### src/rtl/decode_ctrl_stage_pkg.sv
// Shared types and constants for the RV32 decode/control stage.
//  - opcode and funct7 encodings recognised by the decoder
//  - immediate-select and writeback-select encodings
//  - ctrl_bundle_t: the full control bundle handed to execute
//  - md_state_t: mul/div sequencing states
package decode_ctrl_stage_pkg;

   localparam logic [6:0] OP_LOAD   = 7'b0000011;
   localparam logic [6:0] OP_FENCE  = 7'b0001111;
   localparam logic [6:0] OP_IMM    = 7'b0010011;
   localparam logic [6:0] OP_STORE  = 7'b0100011;
   localparam logic [6:0] OP_REG    = 7'b0110011;
   localparam logic [6:0] OP_BRANCH = 7'b1100011;
   localparam logic [6:0] OP_SYSTEM = 7'b1110011;

   localparam logic [6:0] F7_BASE   = 7'b0000000;
   localparam logic [6:0] F7_ALT    = 7'b0100000;
   localparam logic [6:0] F7_MULDIV = 7'b0000001;

   typedef enum logic [1:0] {IM_NONE = 2'b00, IM_I = 2'b01, IM_S = 2'b10, IM_U = 2'b11} im_sel_e;
   typedef enum logic [1:0] {WR_ALU = 2'b00, WR_MEM = 2'b01, WR_CSR = 2'b10, WR_LINK = 2'b11} wr_sel_e;
   typedef enum logic {IDLE = 1'b0, MD_WAIT = 1'b1} md_state_t;

   typedef struct packed {
      logic       jump;
      logic       jal;
      logic       branch;
      logic       alusrc1;
      logic       alusrc2;
      logic       regwrite;
      logic       memread;
      logic       memwrite;
      logic       csr;
      logic       fence;
      logic       muldiv;
      logic       illegal;
      im_sel_e    im_sel;
      wr_sel_e    wr_sel;
      logic [3:0] aluop;
      logic [2:0] md_op;
      logic [4:0] rd;
      logic [4:0] rs1;
      logic [4:0] rs2;
   } ctrl_bundle_t;

endpackage

### src/rtl/decode_ctrl_stage_if.sv
// Handshake and control-bundle bus of the decode/control stage.
//  master: fetch/execute side (drives in_valid, in_instr, flush, out_ready)
//  slave : the decode stage (drives in_ready, out_valid, the bundle and busy)
interface decode_ctrl_stage_if #(
   parameter int ALUOP_W = 4
) ();
   logic               in_valid;
   logic               in_ready;
   logic [31:0]        in_instr;
   logic               flush;
   logic               out_valid;
   logic               out_ready;
   logic               out_jump;
   logic               out_jal;
   logic               out_branch;
   logic               out_alusrc1;
   logic               out_alusrc2;
   logic               out_regwrite;
   logic               out_memread;
   logic               out_memwrite;
   logic               out_csr;
   logic               out_fence;
   logic               out_muldiv;
   logic               out_illegal;
   logic [1:0]         out_im_sel;
   logic [1:0]         out_wr_sel;
   logic [ALUOP_W-1:0] out_aluop;
   logic [2:0]         out_md_op;
   logic [4:0]         out_rd;
   logic [4:0]         out_rs1;
   logic [4:0]         out_rs2;
   logic               busy;

   modport master (
      output in_valid, in_instr, flush, out_ready,
      input  in_ready, out_valid, out_jump, out_jal, out_branch, out_alusrc1, out_alusrc2,
             out_regwrite, out_memread, out_memwrite, out_csr, out_fence, out_muldiv,
             out_illegal, out_im_sel, out_wr_sel, out_aluop, out_md_op, out_rd, out_rs1,
             out_rs2, busy
   );

   modport slave (
      input  in_valid, in_instr, flush, out_ready,
      output in_ready, out_valid, out_jump, out_jal, out_branch, out_alusrc1, out_alusrc2,
             out_regwrite, out_memread, out_memwrite, out_csr, out_fence, out_muldiv,
             out_illegal, out_im_sel, out_wr_sel, out_aluop, out_md_op, out_rd, out_rs1,
             out_rs2, busy
   );
endinterface

### src/rtl/decode_ctrl_stage_decode.sv
// decode_comb: purely combinational RV32 instruction -> ctrl_bundle_t decoder.
//  instr : 32-bit instruction word
//  ctrl  : decoded control bundle including register fields
//  EN_M / EN_CSR select whether RV32M and SYSTEM/CSR are decoded or flagged illegal.
module decode_comb
   import decode_ctrl_stage_pkg::*;
#(
   parameter bit EN_M   = 1'b1,
   parameter bit EN_CSR = 1'b1
) (
   input  logic [31:0]  instr,
   output ctrl_bundle_t ctrl
);
   logic [6:0] op;
   logic [2:0] f3;
   logic [6:0] f7;
   logic       is_j, is_b, is_u, is_load, is_s, is_r, is_i, is_csr, is_fence;
   logic       known, f7_ok, m_op, ill, ld_unsigned;
   logic       al3, al2, al1, al0;

   assign op = instr[6:0];
   assign f3 = instr[14:12];
   assign f7 = instr[31:25];

   // Class decode; every class pattern already requires opcode[1:0] == 11.
   assign is_j     = (op[6:4] == 3'b110) && (op[2:0] == 3'b111);
   assign is_b     = (op == OP_BRANCH);
   assign is_u     = !op[6] && (op[4:0] == 5'b10111);
   assign is_load  = (op == OP_LOAD);
   assign is_s     = (op == OP_STORE);
   assign is_r     = (op == OP_REG);
   assign is_i     = (op == OP_IMM);
   assign is_csr   = (op == OP_SYSTEM);
   assign is_fence = (op == OP_FENCE);

   assign known = is_j | is_b | is_u | is_load | is_s | is_r | is_i | is_csr | is_fence;
   assign f7_ok = (f7 == F7_BASE) || (f7 == F7_ALT) || (f7 == F7_MULDIV);
   assign m_op  = is_r && (f7 == F7_MULDIV);
   assign ill   = !known || (is_r && !f7_ok) || (m_op && !EN_M) || (is_csr && !EN_CSR);

   assign ld_unsigned = is_load && (f3[2:1] == 2'b10);
   assign al3 = f7[5] & (is_r | (is_i && (f3 == 3'b101)));
   assign al2 = ((is_i | is_r) & f3[2]) | is_csr;
   assign al1 = ((is_i | is_r | is_csr) & f3[1]) | (is_b & f3[2]) | ld_unsigned;
   assign al0 = ((is_i | is_r | is_csr) & f3[0]) | (is_b & f3[1]) | ld_unsigned;

   always_comb begin
      ctrl          = '0;
      ctrl.jump     = is_j & !ill;
      ctrl.jal      = is_j & op[3];
      ctrl.branch   = is_b & !ill;
      ctrl.alusrc1  = is_u;
      ctrl.alusrc2  = !(is_b | is_r);
      ctrl.regwrite = !(is_s | is_b | is_fence) & !ill;
      ctrl.memread  = is_load & !ill;
      ctrl.memwrite = is_s & !ill;
      ctrl.csr      = is_csr & !ill;
      ctrl.fence    = is_fence & !ill;
      ctrl.muldiv   = m_op & EN_M & !ill;
      ctrl.illegal  = ill;
      if (is_u)
         ctrl.im_sel = IM_U;
      else if (is_s)
         ctrl.im_sel = IM_S;
      else if (is_i | is_j | is_load)
         ctrl.im_sel = IM_I;
      else
         ctrl.im_sel = IM_NONE;
      ctrl.wr_sel = wr_sel_e'({is_csr | is_j | (is_u & op[5]), is_j | is_load | is_s});
      // Mul/div results come from the M unit, so the ALU function is parked at 0.
      if (is_u | is_j | is_s | ctrl.muldiv)
         ctrl.aluop = 4'b0000;
      else
         ctrl.aluop = {al3, al2, al1, al0};
      ctrl.md_op = ctrl.muldiv ? f3 : 3'b000;
      ctrl.rd    = instr[11:7];
      ctrl.rs1   = instr[19:15];
      ctrl.rs2   = instr[24:20];
   end
endmodule

### src/rtl/decode_ctrl_stage.sv
// decode_ctrl_stage: registered decode/control stage between fetch and execute.
//  clk, reset : rising-edge clock, synchronous active-high reset
//  bus (slave): in_valid/in_ready/in_instr from fetch, flush, out_valid/out_ready and
//               the registered control bundle to execute, busy while a mul/div is in flight.
// One instruction is accepted per handshake and presented one cycle later. After a mul/div
// bundle is consumed, input stays blocked for MULDIV_LAT cycles (legal range 1..15).
module decode_ctrl_stage
   import decode_ctrl_stage_pkg::*;
#(
   parameter bit EN_M       = 1'b1,
   parameter bit EN_CSR     = 1'b1,
   parameter int MULDIV_LAT = 4,
   parameter int ALUOP_W    = 4
) (
   input logic               clk,
   input logic               reset,
   decode_ctrl_stage_if.slave bus
);
   localparam logic [3:0] MD_LOAD = 4'(MULDIV_LAT - 1);

   ctrl_bundle_t dec_p0;
   ctrl_bundle_t bundle_p1;
   logic         vld_p1;
   md_state_t    state;
   logic [3:0]   md_cnt;
   logic         busy_r;
   logic         in_ready;
   logic         accept;
   logic         consume;

   decode_comb #(.EN_M(EN_M), .EN_CSR(EN_CSR)) u_decode (
      .instr (bus.in_instr),
      .ctrl  (dec_p0)
   );

   assign in_ready = !reset && !bus.flush && (state == IDLE) && (!vld_p1 || bus.out_ready);
   assign accept   = bus.in_valid && in_ready;
   assign consume  = vld_p1 && bus.out_ready;

   // p0 -> p1: decoded bundle registered on accept; FSM tracks the mul/div blocking window.
   always_ff @(posedge clk) begin
      if (reset) begin
         vld_p1    <= 1'b0;
         bundle_p1 <= '0;
         state     <= IDLE;
         md_cnt    <= 4'd0;
         busy_r    <= 1'b0;
      end else begin
         if (bus.flush)
            vld_p1 <= 1'b0;
         else if (accept) begin
            vld_p1    <= 1'b1;
            bundle_p1 <= dec_p0;
         end else if (consume)
            vld_p1 <= 1'b0;

         unique case (state)
            IDLE: begin
               // Execute may sample during a flush, but the stage never starts the wait then.
               if (!bus.flush && consume && bundle_p1.muldiv) begin
                  state  <= MD_WAIT;
                  md_cnt <= MD_LOAD;
                  busy_r <= 1'b1;
               end
            end
            MD_WAIT: begin
               if (bus.flush || (md_cnt == 4'd0)) begin
                  state  <= IDLE;
                  md_cnt <= 4'd0;
                  busy_r <= 1'b0;
               end else
                  md_cnt <= md_cnt - 4'd1;
            end
         endcase
      end
   end

   assign bus.in_ready     = in_ready;
   assign bus.out_valid    = vld_p1;
   assign bus.busy         = busy_r;
   assign bus.out_jump     = bundle_p1.jump;
   assign bus.out_jal      = bundle_p1.jal;
   assign bus.out_branch   = bundle_p1.branch;
   assign bus.out_alusrc1  = bundle_p1.alusrc1;
   assign bus.out_alusrc2  = bundle_p1.alusrc2;
   assign bus.out_regwrite = bundle_p1.regwrite;
   assign bus.out_memread  = bundle_p1.memread;
   assign bus.out_memwrite = bundle_p1.memwrite;
   assign bus.out_csr      = bundle_p1.csr;
   assign bus.out_fence    = bundle_p1.fence;
   assign bus.out_muldiv   = bundle_p1.muldiv;
   assign bus.out_illegal  = bundle_p1.illegal;
   assign bus.out_im_sel   = bundle_p1.im_sel;
   assign bus.out_wr_sel   = bundle_p1.wr_sel;
   assign bus.out_aluop    = ALUOP_W'(bundle_p1.aluop);
   assign bus.out_md_op    = bundle_p1.md_op;
   assign bus.out_rd       = bundle_p1.rd;
   assign bus.out_rs1      = bundle_p1.rs1;
   assign bus.out_rs2      = bundle_p1.rs2;
endmodule

### src/flat_wrapper.sv
// flat-port wrapper written by rule: the top's interface ports become plain ports
module decode_ctrl_stage_flat import decode_ctrl_stage_pkg::*;
#(
   parameter bit EN_M       = 1'b1,
   parameter bit EN_CSR     = 1'b1,
   parameter int MULDIV_LAT = 4,
   parameter int ALUOP_W    = 4
)
  (clk, reset, bus_in_valid, bus_in_instr, bus_flush, bus_out_ready, bus_in_ready, bus_out_valid, bus_out_jump, bus_out_jal, bus_out_branch, bus_out_alusrc1, bus_out_alusrc2, bus_out_regwrite, bus_out_memread, bus_out_memwrite, bus_out_csr, bus_out_fence, bus_out_muldiv, bus_out_illegal, bus_out_im_sel, bus_out_wr_sel, bus_out_aluop, bus_out_md_op, bus_out_rd, bus_out_rs1, bus_out_rs2, bus_busy);
  decode_ctrl_stage_if #(.ALUOP_W(ALUOP_W)) bus_i ();
  input logic clk;
  input logic reset;
  input wire logic [$bits(bus_i.in_valid)-1:0] bus_in_valid;
  input wire logic [$bits(bus_i.in_instr)-1:0] bus_in_instr;
  input wire logic [$bits(bus_i.flush)-1:0] bus_flush;
  input wire logic [$bits(bus_i.out_ready)-1:0] bus_out_ready;
  output wire logic [$bits(bus_i.in_ready)-1:0] bus_in_ready;
  output wire logic [$bits(bus_i.out_valid)-1:0] bus_out_valid;
  output wire logic [$bits(bus_i.out_jump)-1:0] bus_out_jump;
  output wire logic [$bits(bus_i.out_jal)-1:0] bus_out_jal;
  output wire logic [$bits(bus_i.out_branch)-1:0] bus_out_branch;
  output wire logic [$bits(bus_i.out_alusrc1)-1:0] bus_out_alusrc1;
  output wire logic [$bits(bus_i.out_alusrc2)-1:0] bus_out_alusrc2;
  output wire logic [$bits(bus_i.out_regwrite)-1:0] bus_out_regwrite;
  output wire logic [$bits(bus_i.out_memread)-1:0] bus_out_memread;
  output wire logic [$bits(bus_i.out_memwrite)-1:0] bus_out_memwrite;
  output wire logic [$bits(bus_i.out_csr)-1:0] bus_out_csr;
  output wire logic [$bits(bus_i.out_fence)-1:0] bus_out_fence;
  output wire logic [$bits(bus_i.out_muldiv)-1:0] bus_out_muldiv;
  output wire logic [$bits(bus_i.out_illegal)-1:0] bus_out_illegal;
  output wire logic [$bits(bus_i.out_im_sel)-1:0] bus_out_im_sel;
  output wire logic [$bits(bus_i.out_wr_sel)-1:0] bus_out_wr_sel;
  output wire logic [$bits(bus_i.out_aluop)-1:0] bus_out_aluop;
  output wire logic [$bits(bus_i.out_md_op)-1:0] bus_out_md_op;
  output wire logic [$bits(bus_i.out_rd)-1:0] bus_out_rd;
  output wire logic [$bits(bus_i.out_rs1)-1:0] bus_out_rs1;
  output wire logic [$bits(bus_i.out_rs2)-1:0] bus_out_rs2;
  output wire logic [$bits(bus_i.busy)-1:0] bus_busy;
  assign bus_i.in_valid = bus_in_valid;
  assign bus_i.in_instr = bus_in_instr;
  assign bus_i.flush = bus_flush;
  assign bus_i.out_ready = bus_out_ready;
  assign bus_in_ready = bus_i.in_ready;
  assign bus_out_valid = bus_i.out_valid;
  assign bus_out_jump = bus_i.out_jump;
  assign bus_out_jal = bus_i.out_jal;
  assign bus_out_branch = bus_i.out_branch;
  assign bus_out_alusrc1 = bus_i.out_alusrc1;
  assign bus_out_alusrc2 = bus_i.out_alusrc2;
  assign bus_out_regwrite = bus_i.out_regwrite;
  assign bus_out_memread = bus_i.out_memread;
  assign bus_out_memwrite = bus_i.out_memwrite;
  assign bus_out_csr = bus_i.out_csr;
  assign bus_out_fence = bus_i.out_fence;
  assign bus_out_muldiv = bus_i.out_muldiv;
  assign bus_out_illegal = bus_i.out_illegal;
  assign bus_out_im_sel = bus_i.out_im_sel;
  assign bus_out_wr_sel = bus_i.out_wr_sel;
  assign bus_out_aluop = bus_i.out_aluop;
  assign bus_out_md_op = bus_i.out_md_op;
  assign bus_out_rd = bus_i.out_rd;
  assign bus_out_rs1 = bus_i.out_rs1;
  assign bus_out_rs2 = bus_i.out_rs2;
  assign bus_busy = bus_i.busy;
  decode_ctrl_stage #(.EN_M(EN_M), .EN_CSR(EN_CSR), .MULDIV_LAT(MULDIV_LAT), .ALUOP_W(ALUOP_W)) u_core (.clk(clk), .reset(reset), .bus(bus_i));
endmodule
### config.mk
export PLATFORM = sky130hd
export DESIGN_NAME = decode_ctrl_stage_flat
export DESIGN_NICKNAME = d
export VERILOG_FILES = /design/src/rtl/decode_ctrl_stage_pkg.sv /design/src/rtl/decode_ctrl_stage_if.sv /design/src/rtl/decode_ctrl_stage_decode.sv /design/src/rtl/decode_ctrl_stage.sv /design/src/flat_wrapper.sv
export SDC_FILE = /design/constraint.sdc
export NUM_CORES = 1
export LEC_CHECK = 0
export BUFFER_PORTS_ARGS = -buffer_cell sky130_fd_sc_hd__buf_2
export CORE_ASPECT_RATIO = 1.75
export CORE_MARGIN = 10
export CORE_UTILIZATION = 50
export CTS_BUF_LIST = sky130_fd_sc_hd__clkbuf_4
export CTS_CLUSTER_DIAMETER = 80
export DETAILED_ROUTE_END_ITERATION = 7
export PLACE_DENSITY_LB_ADDON = 0.12
export REMOVE_ABC_BUFFERS = 1
export SYNTH_ARGS = -nofsm -noshare
export SYNTH_HDL_FRONTEND = slang
export SYNTH_SLANG_ARGS = --single-unit
export TNS_END_PERCENT = 10
### constraint.sdc
create_clock -name clk -period 1.89 [get_ports clk]
set_input_delay 0.2835 -clock clk [delete_from_list [all_inputs] [get_ports clk]]
set_output_delay 0.2835 -clock clk [all_outputs]
set_load 0.1 [all_outputs]
# Word level (Yosys, flattened, before mapping)
# Index checks and enable logic that the tools add are counted.
# word_totals
word_cells,135
ff_bits,45
# classes
addsub,1
reduce_logical,33
n_mux,16
n_eq_ne,16
n_bitwise,46
# op_table
op,n
OR 1 bit,28
"== test 7 x 6 -> 1 bit, second input constant",3
bitwise AND 1 bit,16
"== test 7 bit, second input constant",2
logical AND 1 bit,13
2-to-1 mux 4 bit,3
"== test 3 bit, second input constant",3
logical NOT 1 bit,9
one-hot mux 4 bit (2 select lines),1
"== test 7 x 1 -> 1 bit, second input constant",1
"== test 7 x 2 -> 1 bit, second input constant",1
"== test 7 x 4 -> 1 bit, second input constant",1
"== test 7 x 5 -> 1 bit, second input constant",1
logical NOT 7 bit,1
2-to-1 mux 1 bit,7
"== test 5 bit, second input constant",1
logical OR 1 bit,5
logical NOT 4 bit,1
2-to-1 mux 2 bit,2
"inequality test 2 bit, second input constant",2
one-hot mux 1 bit (2 select lines),2
AND reduction 2 bit,2
"subtractor 4 x 1 -> 4 bit, second input constant",1
2-to-1 mux 3 bit,1
other kinds (4),5

# Depth between registers and ports, before layout
# Gate-level depths: netlist (run 1).
# depth
depth_word,16
ltp_mapped,7
mapped_depth_nobuf,6

# Modules after synthesis
# A second synthesis (run 1) with hierarchy kept.
# unflattened
hier_cells,313
area_unflattened_um2,2464.9
# by_module_without_submodules
module,n_inst,cells_per_inst,area_each_um2
decode_ctrl_stage,1,218,1834.3
decode_comb,1,95,630.6

# Least setup slack after synthesis (run 1)
# OpenSTA, ideal clock, no wires.
# synth_timing
path_kind,register to output
startpoint,register u_core.vld_p1 (netlist: u_core.bus.out_valid)
endpoint,output port bus_in_ready
path_buffers,0
stages_incl_launch_ff,3
path_slack_ps,-94
t_arrival_ps,1700
cell_sequence,dfxtp_1 nand2b_1 and3_1
# synth_between
elab_chain_cells,3
# synth_lines
item,line,rtl
from (decl),decode_ctrl_stage.sv:23,logic vld_p1;
from (signal assigned),decode_ctrl_stage.sv:43,vld_p1 <= 1'b0;
from (signal assigned),decode_ctrl_stage.sv:50,vld_p1 <= 1'b0;
from (signal assigned),decode_ctrl_stage.sv:52,vld_p1 <= 1'b1;
logical NOT 1 bit,decode_ctrl_stage.sv:36,assign in_ready = !reset && !bus.flush && (state == IDLE) && (!vld_p1 || bus.out_ready);
logical OR 1 bit,decode_ctrl_stage.sv:36,
logical AND 1 bit,decode_ctrl_stage.sv:36,
to (decl),flat_wrapper.sv:17,output wire logic [$bits(bus_i.in_ready)-1:0] bus_in_ready;
# Every way passes these cells.

# Worst setup path after layout (run 1)
# layout_timing
startpoint,register u_core.md_cnt[0]
endpoint,register u_core.md_cnt[3]
# layout_between
elab_chain_cells,4
# layout_lines
item,line,rtl
from (decl),decode_ctrl_stage.sv:25,logic [3:0] md_cnt;
from (signal assigned),decode_ctrl_stage.sv:72,md_cnt <= md_cnt - 4'd1;
branches (longest 2 deep; another with subtractor 4 x 1 -> 4 bit),--,
2-to-1 mux 4 bit *,decode_ctrl_stage.sv:67,if (bus.flush || (md_cnt == 4'd0)) begin
one-hot mux 4 bit (2 select lines) *,decode_ctrl_stage.sv:57,unique case (state)
# Every way passes the cells marked *.
# A chain may end at the register's enable or synchronous reset.

==> impl_metrics.py, run 1 <==
metrics = {
    "min_path": {
        "hp-class": "in -> reg",
        "holdPathStages": 3,
        "worstHoldEndpoint": "u_core.bus.out_rs2[1]$_SDFFE_PP0P_",
        "hold_path.startpoint": "bus_in_instr[21]",
    },
    "synth": {
        "yosys_warnings": 0,
        "synth_edf_count": 0,
        "synth-seq-cells": 45,
        "syn_avg_cell_area_um2": 8.20,
        "yosysUniqueCellTypes": 50,
        "synth-main-ff-cell": "dfxtp_1",
        "syn_inst": 252,
        "yosysSeqAreaShare_pct": 43.6,
        "synthArstFlopShare_pct": 0,
        "syn-cell-area_um2": 2070,
    },
    "power": {
        "swShare_pct": 32.3,
        "internal-power_mw": 1.19,
        "leakage_nw": 1.08,
        "irDropWorstVdd_v": 0.000510,
        "power_frac_seq_pct": 55.2,
        "p_per_area_nw_per_um2": 692,
        "switching_power_uw": 570,
        "total_power_mw": 1.76,
        "clock_power_share_pct": 25.8,
        "pwr-share-comb_pct": 18.9,
    },
    "setup_path": {
        "slowest_stage": "dfxtp_1",
        "cp-start-kind": "register",
        "r2r_start": "u_core.md_cnt[0]$_SDFFE_PP0P_",
        "rrSetupSlack_ns": 0.23,
        "cp-end-kind": "register",
        "r2r_end": "u_core.md_cnt[3]$_SDFFE_PP0P_",
        "crit_type": "reg -> reg",
        "crit_fanout": 4,
        "crit_arrival_ns": 1.96,
        "r2r_cells": 6,
        "cp_cell_sequence": "inv_1 -> ha_1 -> nor3b_1 -> nor3_1 -> o21ai_0 -> a21oi_1",
        "cpPeakStageDelay_ns": 0.40,
        "required_ns": 2.19,
    },
    "placed_design": {
        "post-place-cells": 365,
        "finalWeightedCongestion": 0.875,
        "dpl.hpwl_um": 4260,
        "place_area_um2": 2490,
        "io_buffers": 77,
    },
    "drt": {
        "dr.first_iter.drc_count": 97,
        "drc_errors": 0,
        "vias_per_cell": 5.45,
        "dr.pass1.iters": 4,
        "wl_per_cell_um": 15.2,
        "final_antenna_net_count": 0,
        "vias": 2034,
        "wl_um": 5660,
    },
    "final_layout": {
        "diodes": 0,
        "fin_nets": 362,
        "fin_area_um2": 2550,
        "instances_no_fill": 373,
        "layout-drive-gt1-share_pct": 30.8,
        "syn_to_final_growth_pct": 23.3,
    },
    "global_routing": {
        "grt_start_max_net_pins": 46,
        "grt.total_usage_pct": 16.1,
        "grt_overflow": 0,
        "grt_first_pass_wirelength_um": 9320,
        "antenna_found_initial": 0,
        "grt_pass1_vias": 2011,
    },
    "floorplan": {
        "die_y_um": 105,
        "die_area_um2": 7200,
        "ios": 78,
        "fp.dieW_um": 68.6,
        "initial_core_util_pct": 52.4,
        "rows": 30,
        "coreArea_um2": 3940,
    },
    "clocking": {
        "cts.sinks": 45,
        "clkTransAtPathRegs_ns": 0.13,
        "cts_resized": 0,
        "insertion_delay_ns": 0.35,
        "cts_tree": "built",
        "cts_buffers": 5,
        "htreeDepth": 2,
        "post_cts_buffers": 0,
        "postCtsHoldBufs": 0,
        "clock_path_buffers": 2,
        "cts-root-buf": "clkbuf_4",
    },
    "sta": {
        "slew_violations": 0,
        "hold_viol_final": 0,
        "finalSetupViolCount": 0,
        "rsz0062_at_grt": "no",
        "slew_headroom_pct": 67.5,
        "finalCriticalPeriod_ns": 1.66,
        "min_period_over_period_pct": 87.8,
        "max_freq_mhz": 603,
        "worst_pin_slew_ns": 0.484,
        "worst_clock_skew_ns": 0.00320,
    },
    "flow_run": {
        "cap_violations": 0,
    },
    "run_status": {
        "status": "finished clean",
    },
}
==> power by group through the flow <==
stage          clock (mW)  combinational, mW  sequential (mW)
2_1_floorplan           0             0.0871             1.12
3_3_place_gp            0              0.330            0.994
3_5_place_dp            0              0.334            0.994
4_1_cts             0.476              0.335            0.974
5_1_grt             0.521              0.354            0.977
6_report            0.455              0.334            0.973
==> worst max path at each step <==
stage,to,slack [ns],startpoint,depth (start not counted)
6_report,u_core.md_cnt[3]$_SDFFE_PP0P_,0.23,u_core.md_cnt[0]$_SDFFE_PP0P_,6
5_1_grt,u_core.md_cnt[3]$_SDFFE_PP0P_,0.05,u_core.md_cnt[0]$_SDFFE_PP0P_,6
4_1_cts,u_core.md_cnt[3]$_SDFFE_PP0P_,0.26,u_core.md_cnt[0]$_SDFFE_PP0P_,6
3_5_place_dp,u_core.md_cnt[3]$_SDFFE_PP0P_,0.30,u_core.md_cnt[0]$_SDFFE_PP0P_,6
3_3_place_gp,u_core.bus.out_aluop[0]$_SDFFE_PP0P_,0.31,bus_in_instr[26],5
2_1_floorplan,u_core.bus.out_aluop[3]$_SDFFE_PP0P_,-0.71,u_core.bus.out_valid$_SDFFE_PP0P_,4
==> routing by layer <==
layer / part of all wire [%] / global-route usage, %
met3: 6.1 / 3.53
met1: 38 / 17.5
met5: 0 / 0
met2: 55 / 28.3
met4: 0.64 / 5.64
==> cells in the final DEF (no fill, tap or decap), types with 2 or more instances in the layout <==
cell and instances:
nand3b_1 7, buf_4 3, clkinv_2 2, o211a_1 2, nor3b_1 4, o31ai_1 3, nor2_1 10, nand2b_1 3
nand4_1 5, clkbuf_4 5, dfxtp_1 45, a21oi_1 37, buf_2 76, a211oi_1 3, inv_1 6, buf_12 2
nor2b_1 3, o21ai_0 5, nand3_1 6, nand2_1 54, nor3_1 13
==> synth_stat cells (all sizes together), types with 2 or more instances <==
cell type	count	share of area, %
buf	11	2.8
o21ai	6	1.5
o31ai	3	1.1
nand3	6	1.5
inv	6	1.1
clkbuf	5	0.91
nor2b	3	0.91
dfxtp	45	44
nor3b	4	1.5
nand3b	7	2.5
or3	2	0.85
o211a	2	0.97
nand2	54	9.8
a21oi	38	9.4
nor3	13	3.1
nor4	3	1.9
a211oi	4	1.7
a2bb2oi	2	1.2
nand4	5	1.5
nor2	11	2.4
nand2b	3	0.91
and3	2	0.67
==> critical path: cells and delay by family, from the launching register on <==
family / cells / cell delay (ns)
buffers and inverters: 1 / 0.08
and+or+nand+nor: 2 / 0.56
AOI/OAI and AO/OA: 2 / 0.34
DFF: 1 / 0.40
adders and majority gates: 1 / 0.23
==> per-stage QoR <==
stage	setup TNS [ns]	hold slack, ns	util, %	setup slack (ns)
2_1_floorplan	-15.93	0.348	-	-0.710
5_1_grt	0	0.113	64.6	0.0520
4_1_cts	0	0.130	64.6	0.261
3_3_place_gp	0	0.437	63.2	0.315
6_report	0	0.142	64.6	0.230
3_5_place_dp	0	0.443	63.2	0.299
==> state kept, by name, indices dropped and copies added, names as in the netlist, 2 cells and up <==
signal and flops:
u_core.bus.out_rs2 5, u_core.bus.out_wr_sel 2, u_core.bus.out_md_op 3, u_core.bus.out_im_sel 2, u_core.md_cnt 4, u_core.bus.out_rs1 5
u_core.bus.out_rd 5, u_core.bus.out_aluop 4
==> final cells by class <==
class,instances,area [um2]
fillers,396,1390
multi-input cells,185,1070
flip-flops and latches,45,901
repair buffers,81,443
well taps,48,60.1
clock buffers,5,37.5
inverters,6,22.5
clock inverters,3,17.5
==> cells by family (layout without fill, tap and decap cells) <==
group / Yosys count / after routing / synth area share [%]
simple gates: 119 / 119 / 30.7
compound gates: 64 / 64 / 19.8
flops: 45 / 45 / 43.6
buf+inv: 22 / 95 / 4.78
fa+ha+maj: 1 / 1 / 0.606
mux: 1 / 1 / 0.485
(Power assumes the default switching activity.)
==> inputs of run 2 (changes only) <==
- REMOVE_ABC_BUFFERS: 1 -> not set
==> run 2 against run 1 <==
Sequential share of layout area decreased by 0.31 points. Cell count up 0.27%. Register-to-register slack better by 0.09 ns. Maximum frequency up 2.0%. Non-clock buffer count rose by 1. Sequential cell count unchanged. Clock-buffer cell count unchanged.
==> impl_metrics.py, run 2 (synthesized netlist as in run 1, its figures left out) <==
metrics = {
    "clocking": {
        "cts_tree": "built",
        "insertion_delay_ns": 0.36,
        "cts-root-buf": "clkbuf_4",
        "clkTransAtPathRegs_ns": 0.13,
        "postCtsHoldBufs": 0,
        "cts.sinks": 45,
        "htreeDepth": 2,
        "cts_buffers": 5,
        "post_cts_buffers": 0,
        "clock_path_buffers": 2,
        "cts_resized": 0,
    },
    "setup_path": {
        "cp-end-kind": "primary output",
        "crit_fanout": 8,
        "cp-start-kind": "register",
        "required_ns": 1.61,
        "crit_arrival_ns": 1.34,
        "crit_type": "reg -> out",
    },
    "sta": {
        "worst_pin_slew_ns": 0.503,
        "finalSetupViolCount": 0,
        "slew_violations": 0,
        "finalCriticalPeriod_ns": 1.63,
        "worst_clock_skew_ns": 0.00502,
        "max_freq_mhz": 615,
        "rsz0062_at_grt": "no",
        "slew_headroom_pct": 66.7,
        "tns_ns": 0,
        "hold_viol_final": 0,
        "hold_slack_ns": 0.142,
        "setup_ws_ns": 0.263,
        "min_period_over_period_pct": 86.1,
    },
    "synth": {
        "postSynthNetCount": 290,
    },
    "flow_run": {
        "cap_violations": 0,
    },
    "final_layout": {
        "final_cell_mix": "buf_2 (76), nand2_1 (54), dfxtp_1 (44)",
        "final_common_cell": "buf_2",
        "diodes": 0,
        "layout-drive-gt1-share_pct": 31.6,
        "instances_no_fill": 374,
        "fin_nets": 363,
        "syn_to_final_growth_pct": 24.6,
        "nFillCells": 396,
    },
    "global_routing": {
        "antenna_found_initial": 0,
        "grt_pass1_vias": 1930,
        "grt_overflow": 0,
        "grt.total_usage_pct": 15.8,
        "grt_start_max_net_pins": 46,
        "grt_first_pass_wirelength_um": 9070,
    },
    "floorplan": {
        "ios": 78,
        "rows": 30,
        "coreArea_um2": 3940,
        "die_area_um2": 7200,
        "fp.dieW_um": 68.6,
        "initial_core_util_pct": 52.4,
        "die_y_um": 105,
    },
    "placed_design": {
        "finalWeightedCongestion": 0.782,
        "dp_slack_ns": 0.296,
        "io_buffers": 77,
        "dpl.hpwl_um": 4380,
        "post-place-cells": 366,
    },
    "power": {
        "power_frac_seq_pct": 51.2,
        "leakage_nw": 1.10,
        "irDropWorstVdd_v": 0.000503,
        "internal-power_mw": 1.33,
        "clock_power_share_pct": 31.5,
        "switching_power_uw": 570,
        "p_per_area_nw_per_um2": 739,
        "swShare_pct": 30.0,
        "pwr-share-comb_pct": 17.3,
    },
    "drt": {
        "vias_per_cell": 5.41,
        "vias": 2023,
        "drc_errors": 0,
        "dr.pass1.iters": 4,
        "wl_per_cell_um": 15.0,
        "wl_um": 5630,
        "dr.first_iter.drc_count": 113,
        "final_antenna_net_count": 0,
    },
    "run_status": {
        "status": "finished clean",
    },
    "min_path": {
        "hp-class": "in -> reg",
    },
}
==> run 2: power by group through the flow <==
stage	clock, mW	sequential (mW)	combinational, mW
2_1_floorplan	0	1.12	0.114
3_3_place_gp	0	0.994	0.329
3_5_place_dp	0	0.994	0.331
4_1_cts	0.625	0.973	0.332
5_1_grt	0.665	0.976	0.352
6_report	0.598	0.973	0.330
==> run 2: metrics by stage <==
| step | instance area, um2 | total power, mW | utilization, % |
|---|---|---|---|
| after floorplan | 2070 | 1.23 | - |
| after global placement | 2490 | 1.32 | 63.2 |
| after detailed placement | 2490 | 1.33 | 63.2 |
| after CTS | 2570 | 1.93 | 65.3 |
| after global routing | 2570 | 1.99 | 65.3 |
| final | 2570 | 1.90 | 65.3 |
==> run 2: metal layers <==
layer / share of wire, % / GRT usage [%]
met4: 2.1 / 6.94
met5: 0 / 0
met2: 53 / 26.9
met3: 6.6 / 3.74
met1: 38 / 17.3
==> run 2: worst paths after layout <==
kind                                     startpoint                                end  slack (ns)  cells past startpoint
setup / recovery            u_core.state$_SDFF_PP0_                       bus_in_ready        0.26                      3
hold / removal                      bus_in_instr[8]  u_core.bus.out_rd[1]$_SDFFE_PP0P_        0.14                      3
setup reg to reg      u_core.md_cnt[0]$_SDFFE_PP0P_      u_core.md_cnt[3]$_SDFFE_PP0P_        0.32                      6
hold reg to reg   u_core.bus.out_rd[4]$_SDFFE_PP0P_  u_core.bus.out_rd[4]$_SDFFE_PP0P_        0.46                      2
==> run 2: critical path, cell delays in order, from the launching register on <==
cell and delay (ns):
dfxtp_1 0.37, inv_1 0.19, and3_2 0.25, buf_12 0.17
==> run 2: area by class of cell <==
cell class / instances / area (um2) / area share (%)
Tap cell: 48 / 60.1 / 2.33
Clock inverter: 3 / 46.3 / 1.80
Inverter: 6 / 22.5 / 0.875
Clock buffer: 5 / 37.5 / 1.46
Sequential cell: 45 / 902 / 35.1
Timing Repair Buffer: 82 / 438 / 17.0
Multi-Input combinational cell: 185 / 1070 / 41.5
==> inputs of run 3 (changes only) <==
- CELL_PAD_IN_SITES_DETAIL_PLACEMENT: not set -> 0
- CELL_PAD_IN_SITES_GLOBAL_PLACEMENT: not set -> 1
- CORE_UTILIZATION: 50 -> 36
==> run 3 against run 2 <==
Die area rose by 29%. Sequential power about the same. Final area up 1.7%. Maximum frequency is 0.92% lower. Sequential cell count unchanged. Critical path type unchanged. Largest cell class unchanged. Power hardly changed.
==> impl_metrics.py, run 3 (synthesized netlist as in run 1, its figures left out) <==
metrics = {
    "sta": {
        "hold_slack_ns": 0.154,
        "worst_pin_slew_ns": 0.509,
        "finalSetupViolCount": 0,
        "min_period_over_period_pct": 86.9,
        "finalCriticalPeriod_ns": 1.64,
        "worst_clock_skew_ns": 0.00665,
        "tns_ns": 0,
        "rsz0062_at_grt": "no",
        "hold_viol_final": 0,
        "slew_violations": 0,
        "slew_headroom_pct": 66.3,
        "setup_ws_ns": 0.248,
        "max_freq_mhz": 609,
    },
    "power": {
        "pwr-share-comb_pct": 17.7,
        "power_frac_seq_pct": 51.2,
        "switching_power_uw": 556,
        "irDropWorstVdd_v": 0.000301,
        "clock_power_share_pct": 31.1,
        "internal-power_mw": 1.34,
        "p_per_area_nw_per_um2": 726,
        "swShare_pct": 29.3,
        "leakage_nw": 1.11,
    },
    "final_layout": {
        "multi_input_area_um2": 1070,
        "fin_nets": 363,
        "final_common_cell": "buf_2",
        "diodes": 0,
        "ff_latch_area_um2": 902,
        "final_cell_mix": "buf_2 (76), nand2_1 (54), dfxtp_1 (44)",
        "nFillCells": 634,
        "final_core_util_pct": 46.8,
        "layout-drive-gt1-share_pct": 31.3,
        "syn_to_final_growth_pct": 26.7,
        "fin_area_um2": 2620,
    },
    "setup_path": {
        "required_ns": 1.61,
        "rrSetupSlack_ns": 0.30,
        "path_buf_inv": 2,
        "crit_family": "buffers and inverters",
        "slowest_stage": "dfxtp_1",
        "crit_arrival_ns": 1.36,
        "crit_fanout": 8,
        "r2r_cells": 5,
        "cp_cell_sequence": "inv_1 -> and3_2 -> buf_12",
        "r2r_start": "u_core.state$_SDFF_PP0_",
        "cp-end-kind": "primary output",
        "cp-start-kind": "register",
        "r2r_end": "u_core.bus.out_md_op[0]$_SDFFE_PP0P_",
        "crit_type": "reg -> out",
        "cpPeakStageDelay_ns": 0.37,
    },
    "synth": {
        "postSynthNetCount": 290,
    },
    "floorplan": {
        "coreArea_um2": 5590,
        "rows": 36,
        "die_y_um": 120,
        "die_area_um2": 9290,
        "ios": 78,
        "initial_core_util_pct": 37.0,
        "fp.dieW_um": 77.3,
    },
    "global_routing": {
        "grt_start_max_net_pins": 46,
        "grt_first_pass_wirelength_um": 10000,
        "grt_pass1_vias": 2080,
        "grt.total_usage_pct": 12.9,
        "grt_overflow": 0,
        "antenna_found_initial": 0,
    },
    "drt": {
        "dr.pass1.iters": 4,
        "wl_um": 6020,
        "drc_errors": 0,
        "final_antenna_net_count": 0,
        "wl_per_cell_um": 15.0,
        "dr.first_iter.drc_count": 79,
        "vias": 2014,
        "vias_per_cell": 5.01,
    },
    "placed_design": {
        "dpl.hpwl_um": 4500,
        "place_area_um2": 2540,
        "io_buffers": 77,
        "finalWeightedCongestion": 0.826,
        "dp_slack_ns": 0.258,
    },
    "clocking": {
        "clkTransAtPathRegs_ns": 0.13,
        "cts_tree": "built",
        "htreeDepth": 2,
        "cts.sinks": 45,
        "insertion_delay_ns": 0.35,
        "post_cts_buffers": 0,
        "postCtsHoldBufs": 0,
        "clock_path_buffers": 2,
        "cts-root-buf": "clkbuf_4",
        "cts_buffers": 5,
        "cts_resized": 0,
    },
    "min_path": {
        "hp-class": "in -> reg",
        "worstHoldEndpoint": "u_core.bus.out_rs2[4]$_SDFFE_PP0P_",
        "hold_path.startpoint": "bus_in_instr[24]",
        "holdPathStages": 3,
    },
    "flow_run": {
        "cap_violations": 0,
    },
    "run_status": {
        "status": "finished clean",
    },
}
==> run 3: cell types whose count changed in the layout (fill, tap and decap cells not counted) <==
cell / change
clkinv_1: +1
buf_12: +1
clkinv_4: -1
clkinvlp_4: -1
clkbuf_4: +1
buf_4: -1
==> run 3: metal layers <==
metal,up-vias,share of wire (%),GRT usage (%)
met5,-,0,0
met4,0,2.8,5.85
met3,12,6.2,4.01
met2,64,48,22.1
met1,901,43,14.3
li1,1037,-,-
==> run 3: worst reg2reg max path: stages, from the launching register on <==
cell and delay (ns):
dfxtp_1 0.37, inv_1 0.20, and4_1 0.45, buf_4 0.26
nand4_1 0.11, a21oi_1 0.15
==> run 3: worst max path at each step <==
stage / from / to / slack [ns] / depth (start not counted)
after floorplan: u_core.bus.out_muldiv$_SDFFE_PP0P_ / u_core.md_cnt[2]$_SDFFE_PP0P_ / 0.16 / 4
after global placement: bus_in_instr[26] / u_core.bus.out_aluop[2]$_SDFFE_PP0P_ / 0.29 / 5
after detailed placement: bus_in_instr[26] / u_core.bus.out_aluop[2]$_SDFFE_PP0P_ / 0.26 / 5
after CTS: u_core.state$_SDFF_PP0_ / bus_in_ready / 0.21 / 3
after global routing: u_core.md_cnt[0]$_SDFFE_PP0P_ / u_core.md_cnt[3]$_SDFFE_PP0P_ / 0.04 / 6
final: u_core.state$_SDFF_PP0_ / bus_in_ready / 0.25 / 3
==> run 3: power by group through the flow <==
| stage | combinational, mW | clock (mW) | sequential (mW) |
|---|---|---|---|
| final | 0.336 | 0.590 | 0.973 |
| after global routing | 0.359 | 0.656 | 0.976 |
| after CTS | 0.338 | 0.622 | 0.974 |
| after detailed placement | 0.337 | 0 | 0.995 |
| after global placement | 0.337 | 0 | 0.994 |
| after floorplan | 0.114 | 0 | 1.12 |
==> run 3: layout make-up <==
cell class / count / area share, %
multi-input cells: 185 / 40.8
inverters: 6 / 0.861
repair buffers: 82 / 17.2
clock inverters: 2 / 1.29
clock buffers: 6 / 1.72
well taps: 76 / 3.63
flip-flops and latches: 45 / 34.5
==> run 3: stage by stage <==
step                cells  total power [mW]
global route          402              1.99
floorplan             252              1.23
finish                402              1.90
CTS                   402              1.93
detailed placement    394              1.33
global placement      394              1.33
